$ cat src/rtl/mtimer_pkg.sv
// Shared definitions for the machine-timer access controller: FSM states,
// timer register map and the safe compare-high value used during updates.
package mtimer_pkg;

  typedef enum logic [2:0] {
    IDLE   = 3'd0,
    W_HMAX = 3'd1,
    W_LO   = 3'd2,
    W_HI   = 3'd3,
    R_HI1  = 3'd4,
    R_LO   = 3'd5,
    R_HI2  = 3'd6,
    RESP   = 3'd7
  } state_t;

  localparam logic [1:0]  ADDR_TIME_LO = 2'b00;
  localparam logic [1:0]  ADDR_TIME_HI = 2'b01;
  localparam logic [1:0]  ADDR_CMP_LO  = 2'b10;
  localparam logic [1:0]  ADDR_CMP_HI  = 2'b11;

  localparam logic [31:0] CMP_HI_SAFE  = 32'hFFFF_FFFF;

endpackage

$ cat src/rtl/mtimer_ctrl.sv
// Sequences glitch-free 64-bit compare writes and torn-read-safe mtime reads
// over a 32-bit timer port. Optional macro MTIMER_CTRL_IRQ_MASK_EN masks irq
// while the compare value is being rewritten.
//
// state  | meaning
// IDLE   | waiting for a cmp or rd request (cmp has priority)
// W_HMAX | park compare hi at all-ones so no spurious match during update
// W_LO   | write compare lo
// W_HI   | write compare hi
// R_HI1  | sample mtime hi
// R_LO   | sample mtime lo
// R_HI2  | re-sample hi; equal -> done, else retry lo or give up with error
// RESP   | hold read response until accepted
module mtimer_ctrl
  import mtimer_pkg::*;
#(
  parameter int RETRY_MAX = 3
) (
  input  logic        clk,
  input  logic        rst_n,
  input  logic        cmp_valid,
  output logic        cmp_ready,
  input  logic [63:0] cmp_data,
  input  logic        rd_valid,
  output logic        rd_ready,
  output logic        rd_resp_valid,
  input  logic        rd_resp_ready,
  output logic [63:0] rd_resp_data,
  output logic        rd_resp_err,
  output logic [1:0]  t_addr,
  output logic        t_we,
  output logic [31:0] t_din,
  input  logic [31:0] t_dout,
  input  logic        t_irq,
  output logic        irq,
  output logic        busy
);

  localparam int CNT_W = (RETRY_MAX < 1) ? 1 : $clog2(RETRY_MAX + 1);
  localparam logic [CNT_W-1:0] RETRY_LIM = CNT_W'(RETRY_MAX);

  state_t           state, state_nxt;
  logic [63:0]      cmp_q;
  logic [31:0]      hi1_q, lo_q;
  logic             err_q;
  logic [CNT_W-1:0] retry_q;
  logic             cmp_acc, rd_acc, hi_match, retry_done;

  // Ready lines are gated by rst_n so every output reads 0 while held in reset.
  assign cmp_ready  = (state == IDLE) && rst_n;
  assign rd_ready   = (state == IDLE) && !cmp_valid && rst_n;
  assign cmp_acc    = cmp_valid && cmp_ready;
  assign rd_acc     = rd_valid && rd_ready;
  assign hi_match   = (t_dout == hi1_q);
  assign retry_done = (retry_q == RETRY_LIM);

  always_ff @(posedge clk or negedge rst_n) begin
    if (!rst_n) state <= IDLE;
    else        state <= state_nxt;
  end

  always_comb begin
    state_nxt = state;
    t_addr    = ADDR_TIME_LO;
    t_we      = 1'b0;
    t_din     = 32'h0;
    case (state)
      IDLE: begin
        if (cmp_acc)     state_nxt = W_HMAX;
        else if (rd_acc) state_nxt = R_HI1;
      end
      W_HMAX: begin
        t_addr    = ADDR_CMP_HI;
        t_we      = 1'b1;
        t_din     = CMP_HI_SAFE;
        state_nxt = W_LO;
      end
      W_LO: begin
        t_addr    = ADDR_CMP_LO;
        t_we      = 1'b1;
        t_din     = cmp_q[31:0];
        state_nxt = W_HI;
      end
      W_HI: begin
        t_addr    = ADDR_CMP_HI;
        t_we      = 1'b1;
        t_din     = cmp_q[63:32];
        state_nxt = IDLE;
      end
      R_HI1: begin
        t_addr    = ADDR_TIME_HI;
        state_nxt = R_LO;
      end
      R_LO: begin
        t_addr    = ADDR_TIME_LO;
        state_nxt = R_HI2;
      end
      R_HI2: begin
        t_addr = ADDR_TIME_HI;
        if (hi_match || retry_done) state_nxt = RESP;
        else                        state_nxt = R_LO;
      end
      RESP: begin
        if (rd_resp_ready) state_nxt = IDLE;
      end
      default: state_nxt = IDLE;
    endcase
  end

  always_ff @(posedge clk or negedge rst_n) begin
    if (!rst_n) begin
      cmp_q   <= 64'h0;
      hi1_q   <= 32'h0;
      lo_q    <= 32'h0;
      err_q   <= 1'b0;
      retry_q <= '0;
    end else begin
      case (state)
        IDLE: begin
          if (cmp_acc) begin
            cmp_q   <= cmp_data;
            retry_q <= '0;
          end else if (rd_acc) begin
            err_q   <= 1'b0;
            retry_q <= '0;
          end
        end
        R_HI1: hi1_q <= t_dout;
        R_LO:  lo_q  <= t_dout;
        R_HI2: begin
          // On mismatch hi1 tracks the newest hi so a retry compares against it
          // and an error response reports it.
          if (!hi_match) begin
            hi1_q <= t_dout;
            if (retry_done) err_q   <= 1'b1;
            else            retry_q <= retry_q + CNT_W'(1);
          end
        end
        default: ;
      endcase
    end
  end

  assign rd_resp_valid = (state == RESP);
  assign rd_resp_data  = (state == RESP) ? {hi1_q, lo_q} : 64'h0;
  assign rd_resp_err   = (state == RESP) && err_q;
  assign busy          = (state != IDLE);

`ifdef MTIMER_CTRL_IRQ_MASK_EN
  assign irq = t_irq && rst_n && !((state == W_HMAX) || (state == W_LO) || (state == W_HI));
`else
  assign irq = t_irq && rst_n;
`endif

endmodule

$ cat config.mk
export PLATFORM = sky130hd
export DESIGN_NAME = mtimer_ctrl
export DESIGN_NICKNAME = d
export VERILOG_FILES = /design/src/rtl/mtimer_pkg.sv /design/src/rtl/mtimer_ctrl.sv
export SDC_FILE = /design/constraint.sdc
export NUM_CORES = 1
export LEC_CHECK = 0
export ABC_AREA = 1
export BUFFER_PORTS_ARGS = -buffer_cell sky130_fd_sc_hd__buf_4
export CAP_MARGIN = 0
export CELL_PAD_IN_SITES_DETAIL_PLACEMENT = 1
export CELL_PAD_IN_SITES_GLOBAL_PLACEMENT = 2
export CORE_MARGIN = 2
export CORE_UTILIZATION = 25
export CTS_CLUSTER_DIAMETER = 30
export DETAILED_ROUTE_END_ITERATION = 10
export PLACE_DENSITY = 0.86
export RECOVER_POWER = 50
export SETUP_SLACK_MARGIN = 0.1
export SKIP_LAST_GASP = 1
export SLEW_MARGIN = 10
export SYNTH_ARGS = -nofsm -noshare
export SYNTH_HDL_FRONTEND = slang
export SYNTH_SLANG_ARGS = --single-unit
export TNS_END_PERCENT = 10
$ cat constraint.sdc
create_clock -name clk -period 1.5 [get_ports clk]
set_clock_uncertainty 0.05 [all_clocks]
set_input_delay 0.3 -clock clk [delete_from_list [all_inputs] [get_ports clk]]
set_output_delay 0.3 -clock clk [all_outputs]
set_load 0.005 [all_outputs]
==> results.yml <==
clock_tree:
  numCtsBuffers: 17
  path_clk_slew_ps: 60
  tritoncts: "built"
  cts_max_level: 4
  insertion_delay_ps: 420
  clock_path_buffers: 2
  clockRootBuffer: "clkbuf_16"
  cts.sinks: 134
finish:
  area_growth_pct: 56.4
  fin_nets: 1316
  fin_area_mm2: 0.0105
  fin_util_pct: 39.4
  fill_cells: 3255
  antennaDiodeCount: 0
  fin_cells: 1566
  final_layout_size_suffix_gt1_share_pct: 34.3
placement:
  place.gp.congestion: 0.744
  port_buffers: 206
  pre_cts_ws_ps: -328
  post-place-cells: 1522
  dpl.hpwl_um: 16800
  place_area_mm2: 0.00949
sta:
  final-max-slew-violation-count: 0
  fmax_ghz: 0.487
  slew_headroom_pct: 12.9
  tightest_slew_ps: 1310
  setup_tns_ps: -72630
  rsz0062_at_grt: "true"
  fin_crit_sh_pct: 137
  setup_ws_ps: -554
  finalSetupViolCount: 238
  period_needed_ps: 2050
  hold_violations: 0
power_and_ir_drop:
  p_leak_nw: 5.70
  power.density_mw_per_mm2: 2010
  ir_drop_uv: 719
worst_setup_path:
  rr_endpoint: "retry_q[1]$_DFFE_PN0P_"
  cp_max_fo: 8
  start_kind: "flip-flop"
  r2r_cells: 12
  cp.arrival_ps: 1700
  rr_startpoint: "hi1_q[9]$_DFFE_PN0P_"
  reg2reg_slack_ps: -270
  crit_required_ps: 1150
  critPathKind: "flip-flop to primary output"
  endpoint_kind: "primary output"
run_status:
  status: "finished, violations left"
  violations: "setup timing"
routing:
  drc_errors: 0
  wirelength_um: 24900
  drt_first_pass_iters: 4
  drtIter0Drc: 347
  wl_per_cell_um: 15.9
  vias: 6936
  drt-vias-per-instance: 4.43
  ant_nets: 0
synth:
  seq_area_frac_synth_pct: 49.8
  synthTopCellsByArea: "dfrtp_1 50%, nand2_1 22%, nand3_1 7.5%"
  synth_nets: 1021
  async_flop_share_pct: 100
  syn_area_per_cell_um2: 7.34
  ys_types: 26
  synthCells: 918
  synth.cell_area_mm2: 0.00673
  yosys_warnings: 0
  ys_ff_latch: 134
  synth_top_area_cell: "dfrtp_1"
  synth_ff_type: "dfrtp_1"
  synth-edff-count: 0
  synth_top_area_share_pct: 49.8
grt:
  grt_usage_pct: 17.5
  overflow: 0
  grt_start_max_net_pins: 135
  antenna_found_initial: 0
  grt_pass1_vias: 7257
  grt_pass1_wl_um: 38600
job:
  max_cap_viol_count: 0
hold_path:
  worst_hold_path.num_cells: 3
  min_path_type: "input pin to flip-flop"
  hold_start: "cmp_data[28]"
  min_to: "cmp_q[28]$_DFFE_PN0P_"
floorplanning:
  core_mm2: 0.0267
  die_width_um: 168
  initial_utilization_pct: 25.2
  die_h_um: 168
  io_pins: 207
  fp-row-count: 60
  dieArea_mm2: 0.0283
[cells in the final DEF, fill, tap and decap left out, types with 2 or more instances in the layout]
cell	instances
o21ai_0	35
nand2_1	380
dfrtp_1	132
buf_4	295
a21oi_1	2
buf_8	2
xnor2_1	21
nand3_2	21
nor2_2	17
nand3_1	80
inv_6	3
nor2_4	6
inv_2	3
dfrtp_2	2
inv_1	82
bufinv_16	4
buf_16	5
buf_12	14
nor2_1	66
clkinv_4	3
clkbuf_1	2
nor3_4	3
nand2_4	2
buf_6	6
clkbuf_16	19
nand2_2	8
clkinv_2	3
[per-stage QoR]
| step | power, mW | hold WS [ps] |
|---|---|---|
| final | 21.2 | 23.2 |
| after global routing | 22.8 | 25.7 |
| after detailed placement | 15.6 | 409 |
| after global placement | 15.2 | 404 |
| after floorplan | 10.7 | -45.6 |
| after CTS | 21.0 | 9.53 |
[area by class of cell]
cell class	instances	area [µm²]	area share, %
clock inverters	12	178	1.69
well taps	341	427	4.05
multi-input cells	646	3000	28.5
inverters	89	347	3.29
flip-flops and latches	134	3360	31.9
repair buffers	325	2780	26.4
clock buffers	19	443	4.20
[how the worst max path moves through the flow]
| stage | from | to | cells after the start |
|---|---|---|---|
| floorplan | state[0]$_DFFE_PN0P_ | retry_q[0]$_DFFE_PN0P_ | 10 |
| global placement | t_dout[8] | retry_q[0]$_DFFE_PN0P_ | 11 |
| detailed placement | t_dout[8] | retry_q[1]$_DFFE_PN0P_ | 11 |
| CTS | state[0]$_DFFE_PN0P_ | t_din[17] | 6 |
| global route | state[0]$_DFFE_PN0P_ | t_din[9] | 6 |
| finish | state[0]$_DFFE_PN0P_ | t_din[18] | 6 |
[layer usage]
layer  part of all wire (%)  track usage (%)  vias to the layer above
li1                       -                -                     3382
met1                     45             22.2                     3357
met2                     49             30.5                      181
met3                    5.0             3.71                       16
met4                   0.86             3.94                        0
met5                      0                0                        -
[state kept, by name, summed over array words and instances, names as in the netlist]
| name | flops |
|---|---|
| cmp_q | 64 |
| hi1_q | 32 |
| lo_q | 32 |
| state | 3 |
| retry_q | 2 |
| err_q | 1 |
[worst max-delay path, cell delays in order (launching register included)]
cell     delay, ps
dfrtp_2        470
nor3_4         250
buf_6          150
buf_12         130
nand2_1         50
nand3_1        100
buf_4          130
[what timing repair did]
action                                  CTS  global route
hold buffers                              0             0
cloned                                    5             2
hold endpoints to repair                  0             0
pin swaps                                 2             1
setup buffers                             5             1
resized for setup                        30            36
endpoints found under the setup margin  238           238
[kinds of logic after synthesis]
logic type | after synthesis | synth area share (%)
simple gates | 585 | 35.5
buf+inv | 138 | 8.84
flops | 134 | 49.8
compound gates | 39 | 2.99
xor+xnor | 21 | 2.73
fa+ha+maj | 1 | 0.186
[report_power, final]
| group | internal, mW | switching, mW | total [mW] |
|---|---|---|---|
| combinational | 5.03 | 5.36 | 10.4 |
| clock | 2.82 | 1.69 | 4.51 |
| sequential | 5.33 | 0.947 | 6.28 |
[cell usage after synthesis (3+ instances only)]
| master | count |
|---|---|
| nor2_4 | 3 |
| xnor2_1 | 21 |
| clkbuf_1 | 20 |
| buf_4 | 8 |
| buf_2 | 18 |
| dfrtp_1 | 134 |
| buf_6 | 3 |
| nor2_1 | 85 |
| o21ai_0 | 35 |
| nand2_1 | 388 |
| nand3_1 | 101 |
| inv_1 | 86 |
Note: power is estimated with default switching activity, not from simulation.
